`src/rtl/key_ram_writer_if.sv`:
```
//==============================================================================
// Module  : key_ram_writer_if
// Brief   : Write-port bundle from the keyboard writer into the shared RAM.
//           The master drives a fixed byte address plus a level-type write
//           enable and data word; the slave (RAM) bypasses the data while
//           wen is high.
// Revision: 1.0 - initial release
//==============================================================================
`default_nettype none

interface key_ram_writer_if;
  logic [12:0] key_ram_addr;
  logic [31:0] key_ram_wdata;
  logic        key_ram_wen;

  modport master (output key_ram_addr, output key_ram_wdata, output key_ram_wen);
  modport slave  (input  key_ram_addr, input  key_ram_wdata, input  key_ram_wen);
endinterface

`default_nettype wire

```
`src/rtl/key_ram_writer.sv`:
```
//==============================================================================
// Module  : key_ram_writer
// Brief   : PS/2 keyboard receiver. Synchronises the PS/2 clock/data lines,
//           deframes 11-bit frames (start, 8 data LSB first, odd parity,
//           stop), decodes scan-code set 2 make/break sequences and presents
//           the ASCII code of the currently held key on a RAM write port.
// Revision: 1.0 - initial release
//==============================================================================
`default_nettype none

module key_ram_writer #(
  parameter logic [12:0] SCAN_ASCII_ADDR = 13'h0310,
  parameter int unsigned TIMEOUT_CYCLES  = 50000
) (
  input  logic             clock,
  input  logic             reset_n,
  input  logic             ps2_clk,
  input  logic             ps2_data,
  key_ram_writer_if.master key_ram
);

  // Timeout counter must be able to hold TIMEOUT_CYCLES-1.
  localparam int unsigned         c_TO_W    = $clog2(TIMEOUT_CYCLES + 1);
  localparam logic [c_TO_W-1:0]   c_TO_LAST = c_TO_W'(TIMEOUT_CYCLES - 1);

  typedef enum logic [1:0] {
    S_IDLE   = 2'd0,
    S_DATA   = 2'd1,
    S_PARITY = 2'd2,
    S_STOP   = 2'd3
  } state_t;

  // Synchroniser and edge detector
  logic r_clk_s1, r_clk_s2, r_clk_prev;
  logic r_dat_s1, r_dat_s2;
  logic w_fall;

  // Frame receiver
  state_t             r_state;
  state_t             w_next;
  logic [2:0]         r_bit_cnt;
  logic [7:0]         r_rx_sr;
  logic               r_parity;
  logic [c_TO_W-1:0]  r_to_cnt;
  logic               w_timeout;
  logic               w_byte_ok;
  logic               r_byte_valid;

  // Decoder
  logic               r_ext;
  logic               r_brk;
  logic               r_shift_key;
  logic [7:0]         r_held_code;
  logic               r_wen;
  logic [31:0]        r_wdata;
  logic [7:0]         w_letter;
  logic [7:0]         w_ascii;
  logic               w_mapped;
  logic               w_is_shift;

  // Lowercase ASCII for set-2 letter codes, 8'h00 if the code is not a letter.
  function automatic logic [7:0] letter_of(input logic [7:0] code);
    logic [7:0] r;
    r = 8'h00;
    case (code)
      8'h1C: r = 8'h61; 8'h32: r = 8'h62; 8'h21: r = 8'h63; 8'h23: r = 8'h64;
      8'h24: r = 8'h65; 8'h2B: r = 8'h66; 8'h34: r = 8'h67; 8'h33: r = 8'h68;
      8'h43: r = 8'h69; 8'h3B: r = 8'h6A; 8'h42: r = 8'h6B; 8'h4B: r = 8'h6C;
      8'h3A: r = 8'h6D; 8'h31: r = 8'h6E; 8'h44: r = 8'h6F; 8'h4D: r = 8'h70;
      8'h15: r = 8'h71; 8'h2D: r = 8'h72; 8'h1B: r = 8'h73; 8'h2C: r = 8'h74;
      8'h3C: r = 8'h75; 8'h2A: r = 8'h76; 8'h1D: r = 8'h77; 8'h22: r = 8'h78;
      8'h35: r = 8'h79; 8'h1A: r = 8'h7A;
      default: r = 8'h00;
    endcase
    return r;
  endfunction

  // ASCII for digits and the few control/space keys, 8'h00 if unmapped.
  function automatic logic [7:0] other_of(input logic [7:0] code);
    logic [7:0] r;
    r = 8'h00;
    case (code)
      8'h45: r = 8'h30; 8'h16: r = 8'h31; 8'h1E: r = 8'h32; 8'h26: r = 8'h33;
      8'h25: r = 8'h34; 8'h2E: r = 8'h35; 8'h36: r = 8'h36; 8'h3D: r = 8'h37;
      8'h3E: r = 8'h38; 8'h46: r = 8'h39;
      8'h29: r = 8'h20; 8'h5A: r = 8'h0D; 8'h66: r = 8'h08;
      default: r = 8'h00;
    endcase
    return r;
  endfunction

  // Two-flop synchronisers plus one history flop for clock edge detection.
  always_ff @(posedge clock or negedge reset_n) begin
    if (!reset_n) begin
      r_clk_s1   <= 1'b1;
      r_clk_s2   <= 1'b1;
      r_clk_prev <= 1'b1;
      r_dat_s1   <= 1'b1;
      r_dat_s2   <= 1'b1;
    end else begin
      r_clk_s1   <= ps2_clk;
      r_clk_s2   <= r_clk_s1;
      r_clk_prev <= r_clk_s2;
      r_dat_s1   <= ps2_data;
      r_dat_s2   <= r_dat_s1;
    end
  end

  assign w_fall = r_clk_prev & ~r_clk_s2;

  // Receiver state register.
  always_ff @(posedge clock or negedge reset_n) begin
    if (!reset_n) r_state <= S_IDLE;
    else          r_state <= w_next;
  end

  // Receiver next state; a stalled frame is dropped after the idle timeout,
  // and a falling edge always wins over the timeout in the same cycle.
  always_comb begin
    w_next    = r_state;
    w_timeout = 1'b0;
    w_byte_ok = 1'b0;
    if (r_state != S_IDLE && !w_fall && r_to_cnt == c_TO_LAST) begin
      w_timeout = 1'b1;
      w_next    = S_IDLE;
    end else if (w_fall) begin
      case (r_state)
        S_IDLE:   if (!r_dat_s2) w_next = S_DATA;
        S_DATA:   if (r_bit_cnt == 3'd7) w_next = S_PARITY;
        S_PARITY: w_next = S_STOP;
        S_STOP: begin
          w_next    = S_IDLE;
          // Stop must be 1 and data+parity must carry an odd number of ones.
          w_byte_ok = r_dat_s2 & (^{r_rx_sr, r_parity});
        end
        default:  w_next = S_IDLE;
      endcase
    end
  end

  // Receiver datapath: bit shifting, parity capture, timeout count, byte strobe.
  always_ff @(posedge clock or negedge reset_n) begin
    if (!reset_n) begin
      r_bit_cnt    <= 3'd0;
      r_rx_sr      <= 8'h00;
      r_parity     <= 1'b0;
      r_to_cnt     <= '0;
      r_byte_valid <= 1'b0;
    end else begin
      r_byte_valid <= w_byte_ok;

      if (r_state == S_IDLE || w_fall || w_timeout) r_to_cnt <= '0;
      else                                          r_to_cnt <= r_to_cnt + c_TO_W'(1);

      if (w_fall) begin
        case (r_state)
          S_IDLE:   r_bit_cnt <= 3'd0;
          S_DATA: begin
            r_rx_sr   <= {r_dat_s2, r_rx_sr[7:1]};
            r_bit_cnt <= r_bit_cnt + 3'd1;
          end
          S_PARITY: r_parity <= r_dat_s2;
          default:  ;
        endcase
      end
    end
  end

  assign w_is_shift = (r_rx_sr == 8'h12) || (r_rx_sr == 8'h59);
  assign w_letter   = letter_of(r_rx_sr);
  assign w_ascii    = (w_letter != 8'h00)
                    ? (r_shift_key ? (w_letter - 8'h20) : w_letter)
                    : other_of(r_rx_sr);
  assign w_mapped   = (w_ascii != 8'h00);

  // Scan-code decoder; the received byte stays stable in r_rx_sr while
  // r_byte_valid is high because the next frame is hundreds of cycles away.
  always_ff @(posedge clock or negedge reset_n) begin
    if (!reset_n) begin
      r_ext       <= 1'b0;
      r_brk       <= 1'b0;
      r_shift_key <= 1'b0;
      r_held_code <= 8'h00;
      r_wen       <= 1'b0;
      r_wdata     <= 32'h0;
    end else if (r_byte_valid) begin
      if (r_rx_sr == 8'hE0) begin
        r_ext <= 1'b1;
      end else if (r_rx_sr == 8'hF0) begin
        r_brk <= 1'b1;
      end else begin
        r_ext <= 1'b0;
        r_brk <= 1'b0;
        if (!r_ext) begin
          if (w_is_shift) begin
            r_shift_key <= ~r_brk;
          end else if (w_mapped) begin
            if (!r_brk) begin
              // Typematic repeats of the held key leave the outputs alone.
              if (r_held_code != r_rx_sr) begin
                r_held_code <= r_rx_sr;
                r_wen       <= 1'b1;
                r_wdata     <= {24'h0, w_ascii};
              end
            end else if (r_held_code == r_rx_sr) begin
              r_held_code <= 8'h00;
              r_wen       <= 1'b0;
              r_wdata     <= 32'h0;
            end
          end
        end
      end
    end
  end

  assign key_ram.key_ram_addr  = SCAN_ASCII_ADDR;
  assign key_ram.key_ram_wen   = r_wen;
  assign key_ram.key_ram_wdata = r_wdata;

endmodule

`default_nettype wire

```
`src/flat_wrapper.sv`:
```
// flat-port wrapper written by rule: the top's interface ports become plain ports
module key_ram_writer_flat 
#(
  parameter logic [12:0] SCAN_ASCII_ADDR = 13'h0310,
  parameter int unsigned TIMEOUT_CYCLES  = 50000
)
  (clock, reset_n, ps2_clk, ps2_data, key_ram_key_ram_addr, key_ram_key_ram_wdata, key_ram_key_ram_wen);
  key_ram_writer_if key_ram_i ();
  input  logic clock;
  input  logic reset_n;
  input  logic ps2_clk;
  input  logic ps2_data;
  output wire logic [$bits(key_ram_i.key_ram_addr)-1:0] key_ram_key_ram_addr;
  output wire logic [$bits(key_ram_i.key_ram_wdata)-1:0] key_ram_key_ram_wdata;
  output wire logic [$bits(key_ram_i.key_ram_wen)-1:0] key_ram_key_ram_wen;
  assign key_ram_key_ram_addr = key_ram_i.key_ram_addr;
  assign key_ram_key_ram_wdata = key_ram_i.key_ram_wdata;
  assign key_ram_key_ram_wen = key_ram_i.key_ram_wen;
  key_ram_writer #(.SCAN_ASCII_ADDR(SCAN_ASCII_ADDR), .TIMEOUT_CYCLES(TIMEOUT_CYCLES)) u_core (.clock(clock), .reset_n(reset_n), .ps2_clk(ps2_clk), .ps2_data(ps2_data), .key_ram(key_ram_i));
endmodule
```
`config.mk`:
```
export PLATFORM = sky130hd
export DESIGN_NAME = key_ram_writer_flat
export DESIGN_NICKNAME = d
export VERILOG_FILES = /design/src/rtl/key_ram_writer_if.sv /design/src/rtl/key_ram_writer.sv /design/src/flat_wrapper.sv
export SDC_FILE = /design/constraint.sdc
export NUM_CORES = 1
export LEC_CHECK = 0
export CAP_MARGIN = 20
export CELL_PAD_IN_SITES_DETAIL_PLACEMENT = 1
export CELL_PAD_IN_SITES_GLOBAL_PLACEMENT = 2
export CORE_ASPECT_RATIO = 1.25
export CORE_MARGIN = 2
export CORE_UTILIZATION = 38
export CTS_CLUSTER_SIZE = 10
export DETAILED_ROUTE_END_ITERATION = 16
export GPL_ROUTABILITY_DRIVEN = 0
export PLACE_DENSITY_LB_ADDON = 0.08
export SYNTH_ARGS = -nofsm -noshare
export SYNTH_HDL_FRONTEND = slang
export SYNTH_SLANG_ARGS = --single-unit
```
`constraint.sdc`:
```
create_clock -name clock -period 4.7 [get_ports clock]
set_clock_uncertainty 0.15 [all_clocks]
set_input_delay 0.47 -clock clock [delete_from_list [all_inputs] [get_ports clock]]
set_output_delay 0.47 -clock clock [all_outputs]
set_load 0.1 [all_outputs]
```
==> impl_metrics.tcl, run 1 <==
set metrics [dict create \
    status "complete, no violations" \
    synth_top_area_cell "dfrtp_1" \
    clk_pin_slew_ns 0.08 \
    overflow 0 \
    p_comb_frac 0.522 \
    yosysWarningCount 0 \
    p_leak_nw 1.86 \
    final_common_cell "dfrtp_1" \
    switching_power_mw 1.11 \
    synth_compound_area_frac 0.144 \
    grt_max_degree 57 \
    path_class "reg -> reg" \
    muxShareOfSynthArea 0.0837 \
    syn-instance-count 433 \
    drt-total-wl_um 9980 \
    insertedDiodeCount 0 \
    path_max_fanout 17 \
    grt_pass1_vias 3219 \
    path_buf_inv 1 \
    reg2reg_slack_ns 0.82 \
    crit_arrival_ns 3.92 \
    critical-path-top-delay-family "compound AO/OA/AOI/OAI gates" \
    relSlewSlack 0.349 \
    p_per_area_nw_per_um2 541 \
    num_io_pins 50 \
    synthAdderAreaFrac 0.0484 \
    ant_nets 0 \
    hold_buffers 0 \
    slew_viol_final 0 \
    syn_area_per_cell_um2 9.56 \
    io_buffers 12 \
    finalNonFillerCells 566 \
    fin_nets 453 \
    period_share 0.826 \
    cts_resized 0 \
    core_area_um2 10600 \
    worstPathRequired_ns 4.73 \
    vias 3045 \
    timing.fmax_mhz 258 \
    fin_crit_ns 3.88 \
    start_util 0.390 \
    tns_ns 0 \
    layout_common_cells "dfrtp_1 (51), conb_1 (37), nor2_1 (36), nand2_1 (28)" \
    synth.distinct_cells 79 \
    placed_cells 558 \
    synth_edf_count 0 \
    fin_hold_ws_ns 0.159 \
    post_drt_wl_per_cell_um 17.6 \
    clock_power_share 0.167 \
    power_switching_share 0.476 \
    power.total_mw 2.34 \
    r2r-end "u_core.r_held_code[5]$_DFFE_PN0P_" \
    synthArstFlopShare 1.00 \
    cp_slowest_cell "ha_1" \
    cts-root-buf "clkbuf_16" \
    dieArea_um2 11700 \
    rows 42 \
    die_h_um 121 \
    r2r-start "u_core.r_rx_sr[1]$_DFFE_PN0P_" \
    synth_ff_type "dfrtp_1" \
    grt_first_pass_wirelength_um 16600 \
    min_path_type "in -> async" \
    area_delta_synth_final_pct 4.47 \
    setup_violations 0 \
    synth_area_leaders "dfrtp_1 (31%), buf_4 (7.3%), ha_1 (4.8%), xnor2_1 (4.0%), mux2_2 (3.5%)" \
    cpMostUsedCell "ha_1" \
    synth_top_family_by_area "simple AND/OR/NAND/NOR gates" \
    hold_viol 0 \
    slowest_delay_ns 0.58 \
    drt_iter0_markers 81 \
    fillers 1238 \
    dr.pass1.iters 4 \
    max_slew.worst_pin.slew_ns 0.974 \
    synth_area_um2 4140 \
    track_usage 0.178 \
    clk_latency_ns 0.30 \
    rsz0062_at_grt "false" \
    die_w_um 97.3 \
    dp_hpwl_um 7260 \
    reg2reg_depth 10 \
    yosys.area_share.simple 0.191 \
    final_util 0.407 \
    cts_setup_buffers 0 \
    cts_buffer_depth 2 \
    timing.critical_path.cells "inv_1 > ha_1 > nor2b_1 > o21ai_0 > a311oi_2 > o21ai_2 > ha_1 > o41ai_4 > o21ai_4 > mux2_2" \
    p_int_mw 1.22 \
    cts_tree "yes" \
    avgViaCountPerCell 5.38 \
    cts_buffers 5 \
    cts-htree-levels 2 \
    ys_seq_area_frac 0.340 \
    drive_gt1_frac 0.129 \
    cap_violations 0 \
    crit_path_end_kind "flip-flop" \
    drc_errors 0 \
    seqPwrFrac 0.311 \
    vdd_drop_max_mv 0.221 \
    yosys_register_bits 56 \
    antenna_found_initial 0 \
    worstSetupStartpointType "flip-flop" \
    synth_xor_area_frac 0.0656 \
    cts_sinks 56 \
    yosysTopAreaCellShare 0.308 \
]
per-layer routing:
| layer | vias up | wire (µm) | GRT usage |
|---|---|---|---|
| met4 | 0 | 318 | 0.0764 |
| met3 | 22 | 254 | 0.0301 |
| li1 | 1440 | - | - |
| met1 | 1533 | 4200 | 0.205 |
| met5 | - | 0 | 0 |
| met2 | 50 | 5210 | 0.324 |
how the worst max path moves through the flow:
stage,start,to,depth (start not counted)
after global placement,u_core.r_rx_sr[1]$_DFFE_PN0P_,u_core.r_held_code[3]$_DFFE_PN0P_,10
after floorplan,u_core.r_rx_sr[1]$_DFFE_PN0P_,u_core.key_ram.key_ram_wdata[1]$_DFFE_PN0P_,12
after global routing,u_core.r_rx_sr[1]$_DFFE_PN0P_,u_core.r_held_code[5]$_DFFE_PN0P_,10
final,u_core.r_rx_sr[1]$_DFFE_PN0P_,u_core.r_held_code[5]$_DFFE_PN0P_,10
after detailed placement,u_core.r_rx_sr[1]$_DFFE_PN0P_,u_core.r_held_code[5]$_DFFE_PN0P_,10
after CTS,u_core.r_rx_sr[1]$_DFFE_PN0P_,u_core.r_held_code[5]$_DFFE_PN0P_,10
stage by stage:
| step | cell area (µm²) | setup slack [ns] |
|---|---|---|
| after global routing | 4320 | 0.559 |
| after CTS | 4320 | 0.805 |
| after detailed placement | 4170 | 0.836 |
| after floorplan | 4270 | 1.51 |
| final | 4320 | 0.817 |
| after global placement | 4170 | 0.986 |
cell type report:
class	instances	area, µm²	share of cell area
clock inverter	2	13.8	0.00318
multi-input combinational	329	2340	0.542
sequential	56	1410	0.326
timing repair buffer	20	175	0.0405
clock buffer	6	139	0.0321
inverter	21	78.8	0.0182
tap	132	165	0.0382
power by group through the flow:
stage / clock (mW) / combinational, mW / sequential [mW]
5_1_grt: 0.426 / 1.34 / 0.750
6_report: 0.390 / 1.22 / 0.727
2_1_floorplan: 0 / 1.06 / 0.664
3_3_place_gp: 0 / 1.22 / 0.734
3_5_place_dp: 0 / 1.22 / 0.739
4_1_cts: 0.409 / 1.23 / 0.728
synth_stat cells, types with 3 or more instances:
cell / count
dfstp_2: 5
nand2b_1: 9
mux2_2: 13
buf_4: 40
clkbuf_1: 7
o21ai_0: 12
buf_6: 6
nand2_1: 28
nor4bb_1: 3
o22ai_1: 3
buf_2: 8
o32ai_1: 3
nor3_1: 10
and3_1: 5
dfrtp_1: 51
xor2_1: 12
mux2_4: 4
a41oi_1: 3
ha_1: 16
a31oi_1: 3
a32o_1: 3
or3_1: 4
mux2i_1: 14
a211oi_1: 3
a21oi_1: 6
inv_1: 19
xnor2_1: 19
nor2b_1: 12
nor2_1: 36
nand3_1: 11
worst reg2reg max path, delay by kind of cell, from the launching register on:
| family | cells | cell delay (ns) |
|---|---|---|
| compound gates | 5 | 1.15 |
| fa+ha+maj | 2 | 0.97 |
| flops | 1 | 0.53 |
| mux | 1 | 0.41 |
| simple gates | 1 | 0.31 |
| buf+inv | 1 | 0.26 |
cells by family after synthesis:
group / Yosys count
buf+inv: 83
other cells: 2
fa+ha+maj: 16
simple gates: 141
flops: 56
compound gates: 73
xor+xnor: 31
mux: 31
state kept, by name, summed over array words and instances (netlist names):
register / cells
u_core.r_ext: 1
u_core.r_shift_key: 1
u_core.r_to_cnt: 16
u_core.key_ram.key_ram_wdata: 8
u_core.r_brk: 1
u_core.r_clk_s2: 1
u_core.r_state: 2
u_core.r_byte_valid: 1
u_core.r_dat_s1: 1
u_core.r_held_code: 8
u_core.r_clk_prev: 1
u_core.r_bit_cnt: 3
u_core.r_parity: 1
u_core.r_dat_s2: 1
u_core.key_ram.key_ram_wen: 1
u_core.r_rx_sr: 8
u_core.r_clk_s1: 1
(Power assumes the default switching activity.)
==> inputs of run 2 (changes only) <==
Settings changed: CORE_UTILIZATION 38 to 32.
Clock period 4.7 ns to 3.2 ns, I/O delays scaled along.
==> run 2 against run 1 <==
  * Core utilization shrank 3.0 points
  * Critical path type unchanged
  * Clock power increased by 47%
  * Largest cell class unchanged
  * Worst setup slack got worse by 0.67 ns
  * Total power grew 60%
  * Sequential power up 37%
  * Highest routed layer unchanged
  * Hold slack improved by 0.047 ns
  * Via count increased by 3.9%
  * Flip-flop and latch count unchanged
==> impl_metrics.tcl, run 2 (synthesis gave the netlist of run 1 again) <==
set metrics [dict create \
    status "complete, no violations" \
    grt_pass1_vias 3220 \
    worstSetupStartpointType "flip-flop" \
    crit_path_end_kind "flip-flop" \
    dieArea_um2 13900 \
    ant_nets 0 \
    drt-total-wl_um 11100 \
    grt_first_pass_wirelength_um 17700 \
    largest_reg_flops 16 \
    cp-startpoint "u_core.r_rx_sr[0]$_DFFE_PN0P_" \
    fin_area_um2 4780 \
    fillers 1479 \
    post_dp_cell_area_um2 4520 \
    vdd_drop_max_mv 0.323 \
    clk_pin_slew_ns 0.07 \
    max_slew.worst_pin.slew_ns 0.970 \
    track_usage 0.162 \
    final_common_cell "buf_4" \
    tns_ns 0 \
    dp_hpwl_um 8270 \
    worstPathRequired_ns 3.24 \
    cts-root-buf "clkbuf_16" \
    area_delta_synth_final_pct 15.4 \
    min_path_type "reg -> reg" \
    core_area_um2 12700 \
    grt_max_degree 48 \
    num_io_pins 50 \
    cap_violations 0 \
    die_h_um 131 \
    relSlewSlack 0.352 \
    clk_latency_ns 0.30 \
    overflow 0 \
    fin_nets 503 \
    rows 46 \
    io_buffers 12 \
    dr.pass1.iters 4 \
    path_max_fanout 8 \
    regMostFlops "u_core.r_to_cnt" \
    insertedDiodeCount 0 \
    die_w_um 106 \
    timing.fmax_mhz 327 \
    hold_viol 0 \
    r2r-start "u_core.r_rx_sr[0]$_DFFE_PN0P_" \
    setup_violations 0 \
    p_leak_nw 2.12 \
    period_share 0.955 \
    drive_gt1_frac 0.231 \
    fin_crit_ns 3.06 \
    p_per_area_nw_per_um2 785 \
    cts_buffer_depth 2 \
    cts_sinks 56 \
    placed_cells 636 \
    start_util 0.327 \
    post_drt_wl_per_cell_um 17.0 \
    drc_errors 0 \
    worstHoldStart "u_core.r_dat_s1$_DFF_PN1_" \
    avgViaCountPerCell 4.85 \
    cts_tree "yes" \
    cts-htree-levels 2 \
    slew_viol_final 0 \
    path_class "reg -> reg" \
    drt_iter0_markers 96 \
    vias 3165 \
    layout_common_cells "buf_4 (59), dfrtp_1 (51), conb_1 (37), nor2_1 (36), nand2_1 (28)" \
    finalNonFillerCells 652 \
    crit_arrival_ns 3.09 \
    cts_buffers 5 \
    antenna_found_initial 0 \
]
## run 2: report_power, final
part / internal [mW] / switching [mW] / leakage, nW / total (mW)
clock network: 0.314 / 0.262 / 0.0772 / 0.575
registers: 0.833 / 0.160 / 0.745 / 0.993
logic: 0.882 / 1.30 / 1.30 / 2.18
total: 2.03 / 1.72 / 2.12 / 3.75
## run 2: what timing repair did
item                                   in CTS  in global routing
buffers inserted                            0                  5
hold buffers                                0                  1
setup endpoints to repair                   0                 13
endpoints found under the hold margin       0                 18
gates resized for setup                     0                  4
## run 2: critical path, cell delays in order (launching register included)
cell and delay [ns]:
dfrtp_1 0.40, inv_1 0.09, ha_1 0.22, or3_1 0.36, a311oi_2 0.29, o21ai_4 0.12
ha_1 0.26, o41ai_4 0.38, buf_4 0.19, o21ai_4 0.06, buf_12 0.16, mux2_2 0.27
## run 2: per-stage QoR
step                utilization  hold WS, ns  worst slack [ns]  total power, mW
detailed placement        0.357        0.198            0.0198             3.16
CTS                       0.369        0.109            0.0187             3.77
finish                    0.377        0.206             0.143             3.75
floorplan                     -       -0.126           0.00729             2.54
global route              0.377        0.212           -0.0329             4.02
global placement          0.357        0.196             0.114             3.15
## run 2: layout make-up
type	count	area, µm²	share of cell area
tap	168	210	0.0440
clock inverter	2	13.8	0.00288
multi-input combinational	330	2370	0.496
timing repair buffer	69	558	0.117
clock buffer	6	139	0.0291
inverter	21	78.8	0.0165
sequential	56	1410	0.295
## run 2: routing by layer
layer	global-route usage	vias up	part of all wire
met5	0	-	0
met4	0.0534	0	0.023
met3	0.0223	14	0.023
met2	0.290	49	0.52
met1	0.199	1564	0.43
li1	-	1538	-
## run 2: final timing paths
| check | endpoint | slack [ns] | depth (start not counted) |
|---|---|---|---|
| worst max-delay path | u_core.r_held_code[6]$_DFFE_PN0P_ | 0.14 | 11 |
| worst min-delay path | u_core.r_dat_s2$_DFF_PN1_ | 0.21 | 0 |
| worst max register to register | u_core.r_held_code[6]$_DFFE_PN0P_ | 0.14 | 11 |
| worst min register to register | u_core.r_dat_s2$_DFF_PN1_ | 0.21 | 0 |
| max in group asynchronous | u_core.r_rx_sr[4]$_DFFE_PN0P_ | 1.81 | 4 |
| min in group asynchronous | u_core.r_to_cnt[12]$_DFF_PN0_ | 0.35 | 2 |
==> inputs of run 3 (changes only) <==
Settings changed: CORE_UTILIZATION 32 to 33, CTS_BUF_LIST set to sky130_fd_sc_hd__clkbuf_4, CTS_CLUSTER_SIZE 10 to unset.
==> run 3 against run 2 <==
  * Global-route usage rose by 0.39 points
  * Worst setup slack worse by 0.024 ns
  * Non-clock buffer count is 11 lower
  * Fmax decreased by 0.77%
  * Flip-flop and latch count stayed put
  * Count of clock-buffer cells in the layout grew 1
  * Critical path depth shrank 2
  * Total power is 8.0% lower
  * Hold slack got worse by 0.039 ns
  * Design area fell by 3.7%
  * Sequential share of layout area grew 1.2 points
  * Wire length shrank 4.2%
  * Critical path type unchanged
  * Critical endpoint is now u_core.key_ram.key_ram_wen$_DFFE_PN0P_
  * Largest cell class unchanged
  * Largest power group unchanged
==> impl_metrics.tcl, run 3 (synthesis gave the netlist of run 1 again) <==
set metrics [dict create \
    insertedDiodeCount 0 \
    busiest_layer "met2" \
    worstSetupStartpointType "flip-flop" \
    reg2reg_slack_ns 0.12 \
    dp_hpwl_um 8110 \
    crit_path_end_kind "flip-flop" \
    path_max_fanout 7 \
    num_io_pins 50 \
    area_delta_synth_final_pct 11.2 \
    min_path_type "in -> reg" \
    timing.critical_path.cells "inv_1 > ha_1 > or3_1 > a311oi_2 > o21ai_4 > ha_1 > o41ai_4 > o21ai_4 > mux2_4" \
    worstSetupEndpoint "u_core.key_ram.key_ram_wen$_DFFE_PN0P_" \
    cts_buffer_depth 2 \
    core_area_um2 12200 \
    clk_pin_slew_ns 0.17 \
    p_per_area_nw_per_um2 750 \
    grtUsageMet2 0.310 \
    io_buffers 12 \
    dieArea_um2 13500 \
    path_class "reg -> reg" \
    cts_buffers 5 \
    grt_max_degree 38 \
    drc_errors 0 \
    cts_tree "yes" \
    relSlewSlack 0.347 \
    max_slew.worst_pin.slew_ns 0.977 \
    regMostFlops "u_core.r_to_cnt" \
    fin_crit_ns 3.08 \
    setup_violations 0 \
    p_int_mw 1.79 \
    final_common_cell "dfrtp_1" \
    preCtsSetupSlack_ns 0.00227 \
    cp_slowest_cell "o41ai_4" \
    post_drt_wl_per_cell_um 16.7 \
    grt_pass1_vias 3363 \
    cts-htree-levels 2 \
    r2r-end "u_core.key_ram.key_ram_wen$_DFFE_PN0P_" \
    clk_latency_ns 0.39 \
    seqPwrFrac 0.293 \
    switching_power_mw 1.66 \
    reg2reg_depth 9 \
    start_util 0.339 \
    use_met1 0.191 \
    largest_reg_flops 16 \
    r2r-start "u_core.r_rx_sr[0]$_DFFE_PN0P_" \
    finalNonFillerCells 637 \
    antenna_found_initial 0 \
    timing.fmax_mhz 325 \
    die_h_um 129 \
    overflow 0 \
    cts-root-buf "clkbuf_4" \
    die_w_um 104 \
    crit_arrival_ns 3.23 \
    cp-startpoint "u_core.r_rx_sr[0]$_DFFE_PN0P_" \
    drt_iter0_markers 76 \
    post_dp_cell_area_um2 4490 \
    grt_use_met3 0.0221 \
    period_share 0.963 \
    finalWorstSetupSlack_ns 0.120 \
    fin_area_um2 4600 \
    rows 45 \
    ant_nets 0 \
    cap_violations 0 \
    p_leak_nw 2.02 \
    slowest_delay_ns 0.53 \
    layout_common_cells "dfrtp_1 (50), buf_4 (48), conb_1 (37), nor2_1 (36), nand2_1 (28)" \
    track_usage 0.166 \
    drt-total-wl_um 10600 \
    fin_nets 492 \
    p_comb_frac 0.612 \
    final_util 0.377 \
    vdd_drop_max_mv 0.246 \
    vias 3211 \
    avgViaCountPerCell 5.04 \
    worstPathRequired_ns 3.35 \
    hold_viol 0 \
    placed_cells 626 \
    slew_viol_final 0 \
    power_switching_share 0.481 \
    grt_first_pass_wirelength_um 17700 \
    dr.pass1.iters 4 \
    clock_power_share 0.095 \
    drive_gt1_frac 0.216 \
    cts_sinks 56 \
    status "complete, no violations" \
    power.total_mw 3.45 \
]
-- run 3: layout make-up --
class / count / area, µm²
Fill cell: 1454 / 7620
Multi-Input combinational cell: 330 / 2370
Sequential cell: 56 / 1410
Timing Repair Buffer: 58 / 475
Tap cell: 164 / 205
Inverter: 21 / 78.8
Clock buffer: 7 / 52.6
Clock inverter: 1 / 8.76
-- run 3: power groups by stage --
| stage | Combinational (mW) | Clock [mW] | Sequential, mW |
|---|---|---|---|
| floorplan | 1.56 | 0 | 0.976 |
| global placement | 2.09 | 0 | 1.03 |
| detailed placement | 2.10 | 0 | 1.03 |
| CTS | 2.12 | 0.356 | 1.01 |
| global route | 2.33 | 0.382 | 1.04 |
| finish | 2.11 | 0.328 | 1.01 |
-- run 3: worst min-delay path by stage --
stage / from / endpoint / slack, ns / depth (start not counted)
global route: ps2_data / u_core.r_dat_s1$_DFF_PN1_ / 0.13 / 1
finish: ps2_data / u_core.r_dat_s1$_DFF_PN1_ / 0.17 / 1
detailed placement: u_core.r_clk_s1$_DFF_PN1_ / u_core.r_clk_s2$_DFF_PN1_ / 0.20 / 0
floorplan: reset_n / u_core.key_ram.key_ram_wdata[0]$_DFFE_PN0P_ / -0.13 / 0
global placement: u_core.r_clk_s1$_DFF_PN1_ / u_core.r_clk_s2$_DFF_PN1_ / 0.20 / 0
CTS: ps2_data / u_core.r_dat_s1$_DFF_PN1_ / 0.14 / 1
-- run 3: metal layers --
layer,wire (µm),part of all wire
met2,5560,0.52
met1,4420,0.42
met5,0,0
met4,397,0.037
met3,261,0.025
-- run 3: what timing repair did --
action,CTS,global route
hold buffers,1,0
gates resized for setup,0,5
buffers inserted,0,1
hold endpoints to repair,35,0
setup endpoints to repair,0,14
-- run 3: stage by stage --
| stage | TNS (ns) | hold slack [ns] |
|---|---|---|
| finish | 0 | 0.167 |
| detailed placement | 0 | 0.198 |
| global placement | 0 | 0.196 |
| floorplan | 0 | -0.126 |
| CTS | 0 | 0.137 |
| global route | -0.0891 | 0.134 |
-- run 3: worst max-delay path, delay by kind of cell, from the launching register on --
family	cells	cell delay [ns]
AO/OA/AOI/OAI	4	1.17
adder cells (fa/ha/maj)	2	0.48
flip-flops	1	0.43
AND/OR/NAND/NOR	1	0.36
multiplexers	1	0.33
buffers and inverters	1	0.09
